## src/rtl/rng_address.sv

```systemverilog
// rng_address_out = rng[RNG_BITS-1:0] mod betterNeighborCount by restoring division, one bit per clock; done pulses RNG_BITS edges after start is sampled.
// start is only accepted in IDLE (no queuing); optional busy output when RNG_ADDRESS_BUSY_EN is defined.
module rng_address #(
  parameter int WIDTH    = 16,
  parameter int RNG_BITS = 4
) (
  input  logic             clock,
  input  logic             reset,
  input  logic             start_rng_address,
  input  logic [WIDTH-1:0] betterNeighborCount,
  input  logic [WIDTH-1:0] rng_out_4bit,
  output logic [WIDTH-1:0] rng_address_out,
  output logic             done_rng_address
`ifdef RNG_ADDRESS_BUSY_EN
  ,
  output logic             busy
`endif
);

  localparam int SW = (RNG_BITS > 1) ? $clog2(RNG_BITS) : 1;

  typedef enum logic [1:0] {
    IDLE = 2'd0,
    CALC = 2'd1,
    DONE = 2'd2
  } state_t;

  state_t              state_q, state_d;
  logic [RNG_BITS-1:0] dividend_q, dividend_d;
  logic [WIDTH-1:0]    divisor_q, divisor_d;
  logic [WIDTH-1:0]    rem_q, rem_d;
  logic [SW-1:0]       step_q, step_d;
  logic [WIDTH-1:0]    out_d;
  logic                done_d;
  logic [WIDTH:0]      trial;
  logic [WIDTH:0]      diff;
  logic [WIDTH-1:0]    rem_next;
  logic                unused_bits;

  // Only the low RNG_BITS of the random input and the low WIDTH bits of the difference matter.
  assign unused_bits = ^{rng_out_4bit, diff[WIDTH]};

  always_ff @(posedge clock or posedge reset) begin
    if (reset) begin
      state_q          <= IDLE;
      dividend_q       <= '0;
      divisor_q        <= '0;
      rem_q            <= '0;
      step_q           <= '0;
      rng_address_out  <= '0;
      done_rng_address <= 1'b0;
    end else begin
      state_q          <= state_d;
      dividend_q       <= dividend_d;
      divisor_q        <= divisor_d;
      rem_q            <= rem_d;
      step_q           <= step_d;
      rng_address_out  <= out_d;
      done_rng_address <= done_d;
    end
  end

  always_comb begin
    state_d    = state_q;
    dividend_d = dividend_q;
    divisor_d  = divisor_q;
    rem_d      = rem_q;
    step_d     = step_q;
    out_d      = rng_address_out;
    done_d     = 1'b0;
    // Partial remainder is kept below the divisor, so the shifted trial fits in WIDTH+1 bits.
    trial      = {rem_q, dividend_q[step_q]};
    diff       = trial - {1'b0, divisor_q};
    rem_next   = (trial >= {1'b0, divisor_q}) ? diff[WIDTH-1:0] : trial[WIDTH-1:0];

    case (state_q)
      IDLE: begin
        if (start_rng_address) begin
          dividend_d = rng_out_4bit[RNG_BITS-1:0];
          divisor_d  = betterNeighborCount;
          rem_d      = '0;
          step_d     = SW'(RNG_BITS - 1);
          state_d    = CALC;
        end
      end
      CALC: begin
        rem_d = rem_next;
        if (step_q == '0) begin
          // A zero divisor lets the remainder track the dividend; the result is defined as 0.
          out_d   = (divisor_q == '0) ? '0 : rem_next;
          done_d  = 1'b1;
          state_d = DONE;
        end else begin
          step_d = step_q - SW'(1);
        end
      end
      DONE: begin
        state_d = IDLE;
      end
      default: begin
        state_d = IDLE;
      end
    endcase
  end

`ifdef RNG_ADDRESS_BUSY_EN
  assign busy = (state_q != IDLE);
`endif

endmodule

```

## config.mk

```make
export PLATFORM = sky130hd
export DESIGN_NAME = rng_address
export DESIGN_NICKNAME = d
export VERILOG_FILES = /design/src/rtl/rng_address.sv
export SDC_FILE = /design/constraint.sdc
export NUM_CORES = 1
export LEC_CHECK = 0
export CAP_MARGIN = 10
export CORE_MARGIN = 5
export CORE_UTILIZATION = 54
export CTS_CLUSTER_DIAMETER = 150
export DETAILED_ROUTE_END_ITERATION = 12
export PLACE_DENSITY_LB_ADDON = 0.05
export SLEW_MARGIN = 20
export SYNTH_ARGS = -nofsm -noshare
export SYNTH_HDL_FRONTEND = slang
export SYNTH_SLANG_ARGS = --single-unit
```

## constraint.sdc

```tcl
create_clock -name clock -period 3.9 [get_ports clock]
set_input_delay 0.78 -clock clock [delete_from_list [all_inputs] [get_ports clock]]
set_output_delay 0.78 -clock clock [all_outputs]
set_load 0.005 [all_outputs]
```

==> metrics, run 1 <==
crit-path most repeated cell inv_1; Least-Margin Pin Slew around 0.72 ns; drt first-iter violations 191; Mean Syn Cell Area 9.00 um^2; net count after synthesis 430; CTS tree done; Sw Ratio 0.477; CTS sink count 57; post-synthesis sequential area ratio 0.421; RSZ-0062 raised after global routing no; Clk network pwr share 0.128; FILL cells 495; clock latency on the worst-skew pair 0.34 ns; area delta synth->final 18.8%; synthesized cell area 0.00338 mm^2; CTS Buffer Depth 2; Initial Util 0.565; Net Sw Power 2010 uW; P_leak 0.00177 uW; Pint 2200 uW; Slowest-stage cell, CP mux4_2; clock transition at the registers of the reported paths 0.07 ns; synthesized flop and latch total 57; post-route ant nets 0; number of global-route vias before repair about 2,800; nets@finish 469; Setup WS post-layout 0.756 ns; VDD IR max between 0.6 and 0.7 mV; PortBufs 39; combinational share of power 0.622; die width ~90 um; Worst Hold Class reg -> reg; wire per inst 16.9 um; final setup TNS 0 ns; crit path kind reg -> reg; Post-synth EDFFs 0; Core Rows 28; commonest non-fill, non-tap cell in the layout nand2_1; Num CTS Buffers 9; vias per inst 5.79; final-report setup violation count 0; share of cells above drive strength 1 0.0929; Max Fclk 318 MHz; area of the multi-input gates around 0.0018 mm^2; sequential power share 0.251; Diodes inserted 0; die area 0.00795 mm^2; gr ovfl total 0; # hold bufs at CTS 0; final hold violations 0; most frequent cells in the layout nand2_1, dfrtp_1, clkdlybuf4s50_1; Final Slew Violations 0; DP HPWL 6190 um; initial antenna violation count 0; Crit path largest cell delay 0.50 ns; IO Pins 52; Slew headroom 0.522; cell family with most CP delay compound AO/OA/AOI/OAI gates; final core utilization 0.671; Pre-Repair DR Iteration Count 5; period utilisation layout 0.806; Storage cell area 0.00143 mm^2; required time of the critical path 4.10 ns; PostCTS Resize Cnt 0; Max-Cap Viols 0; setup repair bufs after CTS 0; Primary FF master, synth dfrtp_1; CP max FO 4; GPL Wtd Cong 0.882; largest net degree at the start of global routing 40; Synth Instances 376; min Tclk post-route 3.14 ns; via count 2,864; CP Data Arrival Time 3.34 ns; crit-path cells mux4_2, inv_1, ha_1, inv_1, fa_1, a21o_1, a221o_1, a31oi_4, o21ai_1, xnor2_1, o221ai_1; distinct cell type count after synthesis 49; worst clock skew 0.0112 ns; Worst Setup Start Kind register; pre-CTS setup slack 0.765 ns; warnings from Yosys 0; Die Ht 89.2 um; total track usage 0.239; worst path buffer plus inverter count 2; crit path capture type register; ys async rst share 1.00; Residual DRC 0; Root Driver clkbuf_8; Post-Route WL 8380 um; number of H-tree levels 3; Final Power between 4000 and 5000 uW; status complete, no violations; first-pass GRT wire length roughly 14,000 um; Core Area 0.00599 mm^2; PwrDens 1050 mW/mm^2
==> layout make-up <==
class,count,area share
multi-input combinational,277,0.444
sequential,57,0.355
inverter,25,0.0233
clock buffer,10,0.0317
timing repair buffer,45,0.108
clock inverter,6,0.0146
tap,75,0.0233
==> metrics by stage <==
step / std cells / hold slack (ns) / cell area, um^2
2_1_floorplan: 376 / 0.457 / 3380
4_1_cts: 495 / 0.499 / 4020
5_1_grt: 495 / 0.522 / 4020
3_3_place_gp: 479 / 0.472 / 3830
3_5_place_dp: 479 / 0.482 / 3830
6_report: 495 / 0.495 / 4020
==> cells by family (layout without fill, tap and decap cells) <==
family | after synthesis | count (layout) | synth area share
xor gates and xnor gates | 13 | 13 | 0.0336
DFF | 57 | 57 | 0.421
buffers and inverters | 42 | 86 | 0.0532
AOI/OAI and AO/OA | 94 | 94 | 0.194
adders and majority gates | 19 | 19 | 0.0725
and+or+nand+nor | 145 | 145 | 0.202
muxes | 6 | 6 | 0.0233
==> state kept, by name, summed over array words and instances (netlist names) <==
| signal | flops |
|---|---|
| done_rng_address | 1 |
| dividend_q | 4 |
| state_q | 2 |
| rem_q | 16 |
| divisor_q | 16 |
| rng_address_out | 16 |
| step_q | 2 |
==> synth_stat cells (3+ instances only) <==
master | n | area share
nand3_1 | 7 | 0.010
mux2_2 | 5 | 0.017
inv_1 | 25 | 0.028
a311o_1 | 3 | 0.0089
buf_2 | 6 | 0.0089
clkbuf_1 | 8 | 0.0089
dfrtp_1 | 57 | 0.42
nand4_1 | 14 | 0.026
nor4_1 | 4 | 0.0074
a21oi_1 | 22 | 0.033
and2_1 | 4 | 0.0074
ha_1 | 18 | 0.067
xnor2_1 | 11 | 0.028
o21ai_0 | 20 | 0.030
a21o_1 | 3 | 0.0067
o221ai_1 | 12 | 0.031
o211ai_1 | 10 | 0.022
o21ai_1 | 4 | 0.0059
nand2_1 | 82 | 0.091
o21bai_1 | 3 | 0.0067
nand2b_1 | 4 | 0.0074
a221o_1 | 7 | 0.021
nor2_1 | 16 | 0.018
==> power by group through the flow <==
stage	Clock [uW]	Combinational, uW	Sequential [uW]
final	537	2610	1060
after global routing	581	2920	1090
after CTS	547	2620	1060
after detailed placement	0	2610	1060
after global placement	0	2570	1060
after floorplan	0	1970	1010
==> worst reg2reg max path, cell delays in order, from the launching register on <==
cell      delay [ns]
dfrtp_1         0.40
mux4_2          0.50
inv_1           0.14
ha_1            0.17
inv_1           0.05
fa_1            0.40
a21o_1          0.21
a221o_1         0.39
a31oi_4         0.25
o21ai_1         0.09
xnor2_1         0.26
o221ai_1        0.15
==> per-layer routing <==
metal  up-vias  routed length, um  GRT usage
li1       1425                  -          -
met4         0                136     0.0825
met3        14                320     0.0369
met2        82               4200      0.409
met5         -                  0          0
met1      1343               3720      0.310
==> worst paths after layout <==
check,depth (start not counted),to,startpoint,slack (ns)
min,2,rng_address_out[15],rng_address_out[15],0.50
max in group asynchronous,3,rem_q[12],reset,2.28
max reg2reg,11,rem_q[12],step_q[0],0.76
min in group asynchronous,2,dividend_q[2],reset,0.75
min reg2reg,2,rng_address_out[15],rng_address_out[15],0.50
max,11,rem_q[12],step_q[0],0.76
(Power assumes the default switching activity.)
==> run 2, diff against run 1 <==
==> constraint.sdc (replaced) <==
create_clock -name clock -period 3.3 [get_ports clock]
set_input_delay 0.66 -clock clock [delete_from_list [all_inputs] [get_ports clock]]
set_output_delay 0.66 -clock clock [all_outputs]
set_load 0.005 [all_outputs]
==> metrics, run 2 (synthesis gave the netlist of run 1 again) <==
number of H-tree levels 3; Worst Hold Class reg -> reg; CP max FO 4; # hold bufs at CTS 0; DP HPWL 6080 um; period utilisation layout 0.940; P_leak 0.00179 uW; CP Data Arrival Time 3.31 ns; area delta synth->final 20.3%; Num CTS Buffers 9; initial antenna violation count 0; gr ovfl total 0; final hold violations 0; clock transition at the registers of the reported paths 0.07 ns; GPL Wtd Cong 0.926; setup repair bufs after CTS 0; first-pass GRT wire length 13,900 um; drt first-iter violations 155; die area 0.00795 mm^2; Final Slew Violations 0; Worst Setup Start Kind register; post-route ant nets 0; Least-Margin Pin Slew 0.733 ns; Initial Util 0.565; Slew headroom 0.511; crit path capture type register; status complete, no violations; Diodes inserted 0; min Tclk post-route a little over 3 ns; RSZ-0062 raised after global routing no; Die Ht between 80 and 90 um; final-report setup violation count 0; Largest regs divisor_q: 16 flops, rem_q: 16 flops, rng_address_out: 16 flops; CTS tree done; CTS sink count 57; Storage cell area ~0.0014 mm^2; largest net degree at the start of global routing 58; Max Fclk 322 MHz; final core utilization 0.680; Residual DRC 0; most frequent cells in the layout nand2_1, dfrtp_1, clkdlybuf4s50_1; total track usage 0.231; busiest grt layer met2; Pre-Repair DR Iteration Count 4; M1 GR Usage 0.287; Post-Route WL 8410 um; CTS Buffer Depth 2; FILL cells 509; wire per inst 17.0 um; die width between 80 and 90 um; Core Area 0.00599 mm^2; GR met3 Demand/Resource 0.0562; Max-Cap Viols 0; PwrDens 1260 mW/mm^2; clock latency on the worst-skew pair 0.34 ns; share of cells above drive strength 1 0.0952; via count 2,917; IO Pins 52; worst clock skew 0.00596 ns; crit path kind reg -> reg; commonest non-fill, non-tap cell in the layout nand2_1; PostCTS Resize Cnt 0; GRT met2 Usage 0.395; Core Rows 28; area of the multi-input gates 0.00178 mm^2; nets@finish 469; vias per inst 5.89; number of global-route vias before repair 2,832; required time of the critical path 3.51 ns; final setup TNS 0 ns; PortBufs 39; Root Driver clkbuf_8; Final Power 5140 uW; VDD IR max approximately 0.76 mV
[run 2: per-layer routing]
| metal | vias up | share of wire |
|---|---|---|
| li1 | 1430 | - |
| met1 | 1404 | 0.42 |
| met2 | 66 | 0.50 |
| met3 | 17 | 0.056 |
| met4 | 0 | 0.015 |
| met5 | - | 0 |
[run 2: cell type report]
cell class,instances,share of cell area
clock buffers,12,0.0406
clock inverters,4,0.0181
repair buffers,45,0.107
well taps,75,0.0230
multi-input cells,277,0.438
flip-flops and latches,57,0.350
inverters,25,0.0230
[run 2: final timing paths]
check                                         start                  end  slack, ns  depth (start not counted)
worst min-delay path            rng_address_out[14]  rng_address_out[14]       0.49                          2
worst min register to register  rng_address_out[14]  rng_address_out[14]       0.49                          2
worst max register to register            step_q[0]  rng_address_out[12]       0.20                         11
max in group asynchronous                     reset            rem_q[15]       1.97                          3
worst max-delay path                      step_q[0]  rng_address_out[12]       0.20                         11
min in group asynchronous                     reset        dividend_q[2]       0.85                          3
[run 2: report_power, final]
group          leakage, uW  internal, uW  switching [uW]
Sequential        0.000719          1010             235
Combinational     0.000952          1240            1870
Clock             0.000123           487             291
Total              0.00179          2740            2400
[run 2: worst max-delay path: stages, from the launching register on]
cell and delay (ns):
dfrtp_1 0.41, mux4_2 0.50, inv_1 0.14, ha_1 0.17, inv_1 0.05, fa_1 0.39, a21o_1 0.21, a221o_1 0.39
a31oi_4 0.25, o21ai_1 0.10, xnor2_1 0.21, o221ai_1 0.15
[run 2: stage by stage]
step	cells	hold slack [ns]	setup slack [ns]	cell area, um^2
final	495	0.492	0.197	4070
after global routing	495	0.521	0.0301	4070
after CTS	495	0.497	0.185	4070
after detailed placement	479	0.476	0.188	3830
after global placement	479	0.477	0.250	3830
after floorplan	376	0.457	0.470	3380
==> run 3, diff against run 2 <==
==> constraint.sdc (replaced) <==
create_clock -name clock -period 3.3 [get_ports clock]
set_input_delay 0.825 -clock clock [delete_from_list [all_inputs] [get_ports clock]]
set_output_delay 0.825 -clock clock [all_outputs]
set_load 0.005 [all_outputs]
==> metrics, run 3 (synthesis gave the netlist of run 1 again) <==
Met2 Routed Length 4120 um; Inst Count DP 480; VDD IR max 0.767 mV; met3 routed WL 345 um; IO Pins 52; Max-Cap Viols 0; CP Data Arrival Time 3.31 ns; final hold violations 0; setup repair bufs after CTS 0; Root Driver clkbuf_8; placed cell area a little under 0.004 mm^2; most frequent cells in the layout nand2_1, dfrtp_1, clkdlybuf4s50_1; Worst Hold Class reg -> reg; die area 0.00795 mm^2; Least-Margin Pin Slew between 0.6 and 0.7 ns; nets@finish 471; total track usage 0.232; worst clock skew about 0.0095 ns; CTS tree done; # hold bufs at CTS 0; Max Fclk ~320 MHz; clock transition at the registers of the reported paths 0.07 ns; first-pass GRT wire length 14,000 um; Diodes inserted 0; crit path kind reg -> reg; WL met1 3640 um; CP max FO 4; number of H-tree levels 3; CTS sink count 57; commonest non-fill, non-tap cell in the layout nand2_1; Core Area 0.00599 mm^2; final-report setup violation count 0; FILL cells 512; Residual DRC 0; required time of the critical path 3.51 ns; Top Layer Used met4; period utilisation layout 0.937; CTS Buffer Depth 2; Slew headroom 0.544; Initial Util 0.565; Largest regs divisor_q: 16 flops, rem_q: 16 flops, rng_address_out: 16 flops; P_leak roughly 0.0018 uW; min Tclk post-route 3.09 ns; GPL Wtd Cong just under 0.9; Post-Route WL 8270 um; Core Rows 28; PortBufs 39; DP HPWL 6090 um; Pre-Repair DR Iteration Count 4; Final Slew Violations 0; Worst Setup Start Kind register; final std cells w/o fill between 400 and 500; status complete, no violations; Setup WS post-layout 0.209 ns; die width 89.2 um; vias per inst 5.83; area delta synth->final 20.9%; clock latency on the worst-skew pair 0.34 ns; post-route ant nets 0; Num CTS Buffers 9; PwrDens roughly 1300 mW/mm^2; Die Ht between 80 and 90 um; largest net degree at the start of global routing 31; pre-CTS setup slack about 0.17 ns; drt first-iter violations 205; crit path capture type register; final setup TNS 0 ns; PostCTS Resize Cnt 0; number of global-route vias before repair 2,882; initial antenna violation count 0; RSZ-0062 raised after global routing no; gr ovfl total 0; Final Cell Area 0.00409 mm^2; share of cells above drive strength 1 0.0972; wire per inst 16.6 um; via count between 2,000 and 3,000
-- run 3: cell types whose count changed in the layout (fill, tap and decap cells not counted) --
cell / delta
clkbuf_1: +1
bufinv_16: +1
clkinvlp_4: +1
clkinv_4: -1
buf_4: +2
clkbuf_8: -2
-- run 3: layout make-up --
class	count	area [um^2]	share of cell area
multi-input cells	277	1780	0.436
inverters	25	93.8	0.0229
repair buffers	47	450	0.110
flip-flops and latches	57	1430	0.349
clock inverters	5	103	0.0251
well taps	75	93.8	0.0229
clock buffers	11	141	0.0345
-- run 3: power breakdown --
part | switching [uW] | total, uW | internal, uW
sequential | 230 | 1240 | 1010
combinational | 1860 | 3110 | 1250
clock | 294 | 815 | 521
-- run 3: path summary, 6_finish.rpt --
| kind | slack, ns | start | endpoint | depth (start not counted) |
|---|---|---|---|---|
| max | 0.21 | step_q[0] | rng_address_out[12] | 11 |
| min | 0.49 | rng_address_out[11] | rng_address_out[11] | 2 |
| max reg2reg | 0.21 | step_q[0] | rng_address_out[12] | 11 |
| min reg2reg | 0.49 | rng_address_out[11] | rng_address_out[11] | 2 |
| max in group asynchronous | 1.84 | reset | rem_q[4] | 3 |
| min in group asynchronous | 0.83 | reset | rng_address_out[6] | 2 |
-- run 3: per-layer routing --
| metal | vias to the layer above | GRT usage |
|---|---|---|
| li1 | 1429 | - |
| met1 | 1388 | 0.292 |
| met2 | 66 | 0.390 |
| met3 | 16 | 0.0525 |
| met4 | 0 | 0.0853 |
| met5 | - | 0 |
-- run 3: metrics by stage --
stage	total power [uW]	hold slack, ns	utilization
2_1_floorplan	3520	0.457	-
3_3_place_gp	4280	0.475	0.641
3_5_place_dp	4320	0.482	0.641
4_1_cts	5170	0.499	0.682
5_1_grt	5610	0.518	0.683
6_report	5170	0.491	0.683
-- run 3: worst max-delay path, stage by stage (launching register included) --
cell,delay [ns]
dfrtp_1,0.36
mux4_2,0.49
inv_1,0.14
ha_1,0.17
inv_1,0.05
fa_1,0.40
a21o_1,0.21
a221o_1,0.39
a31oi_4,0.25
o21ai_1,0.10
xnor2_1,0.25
o221ai_1,0.16
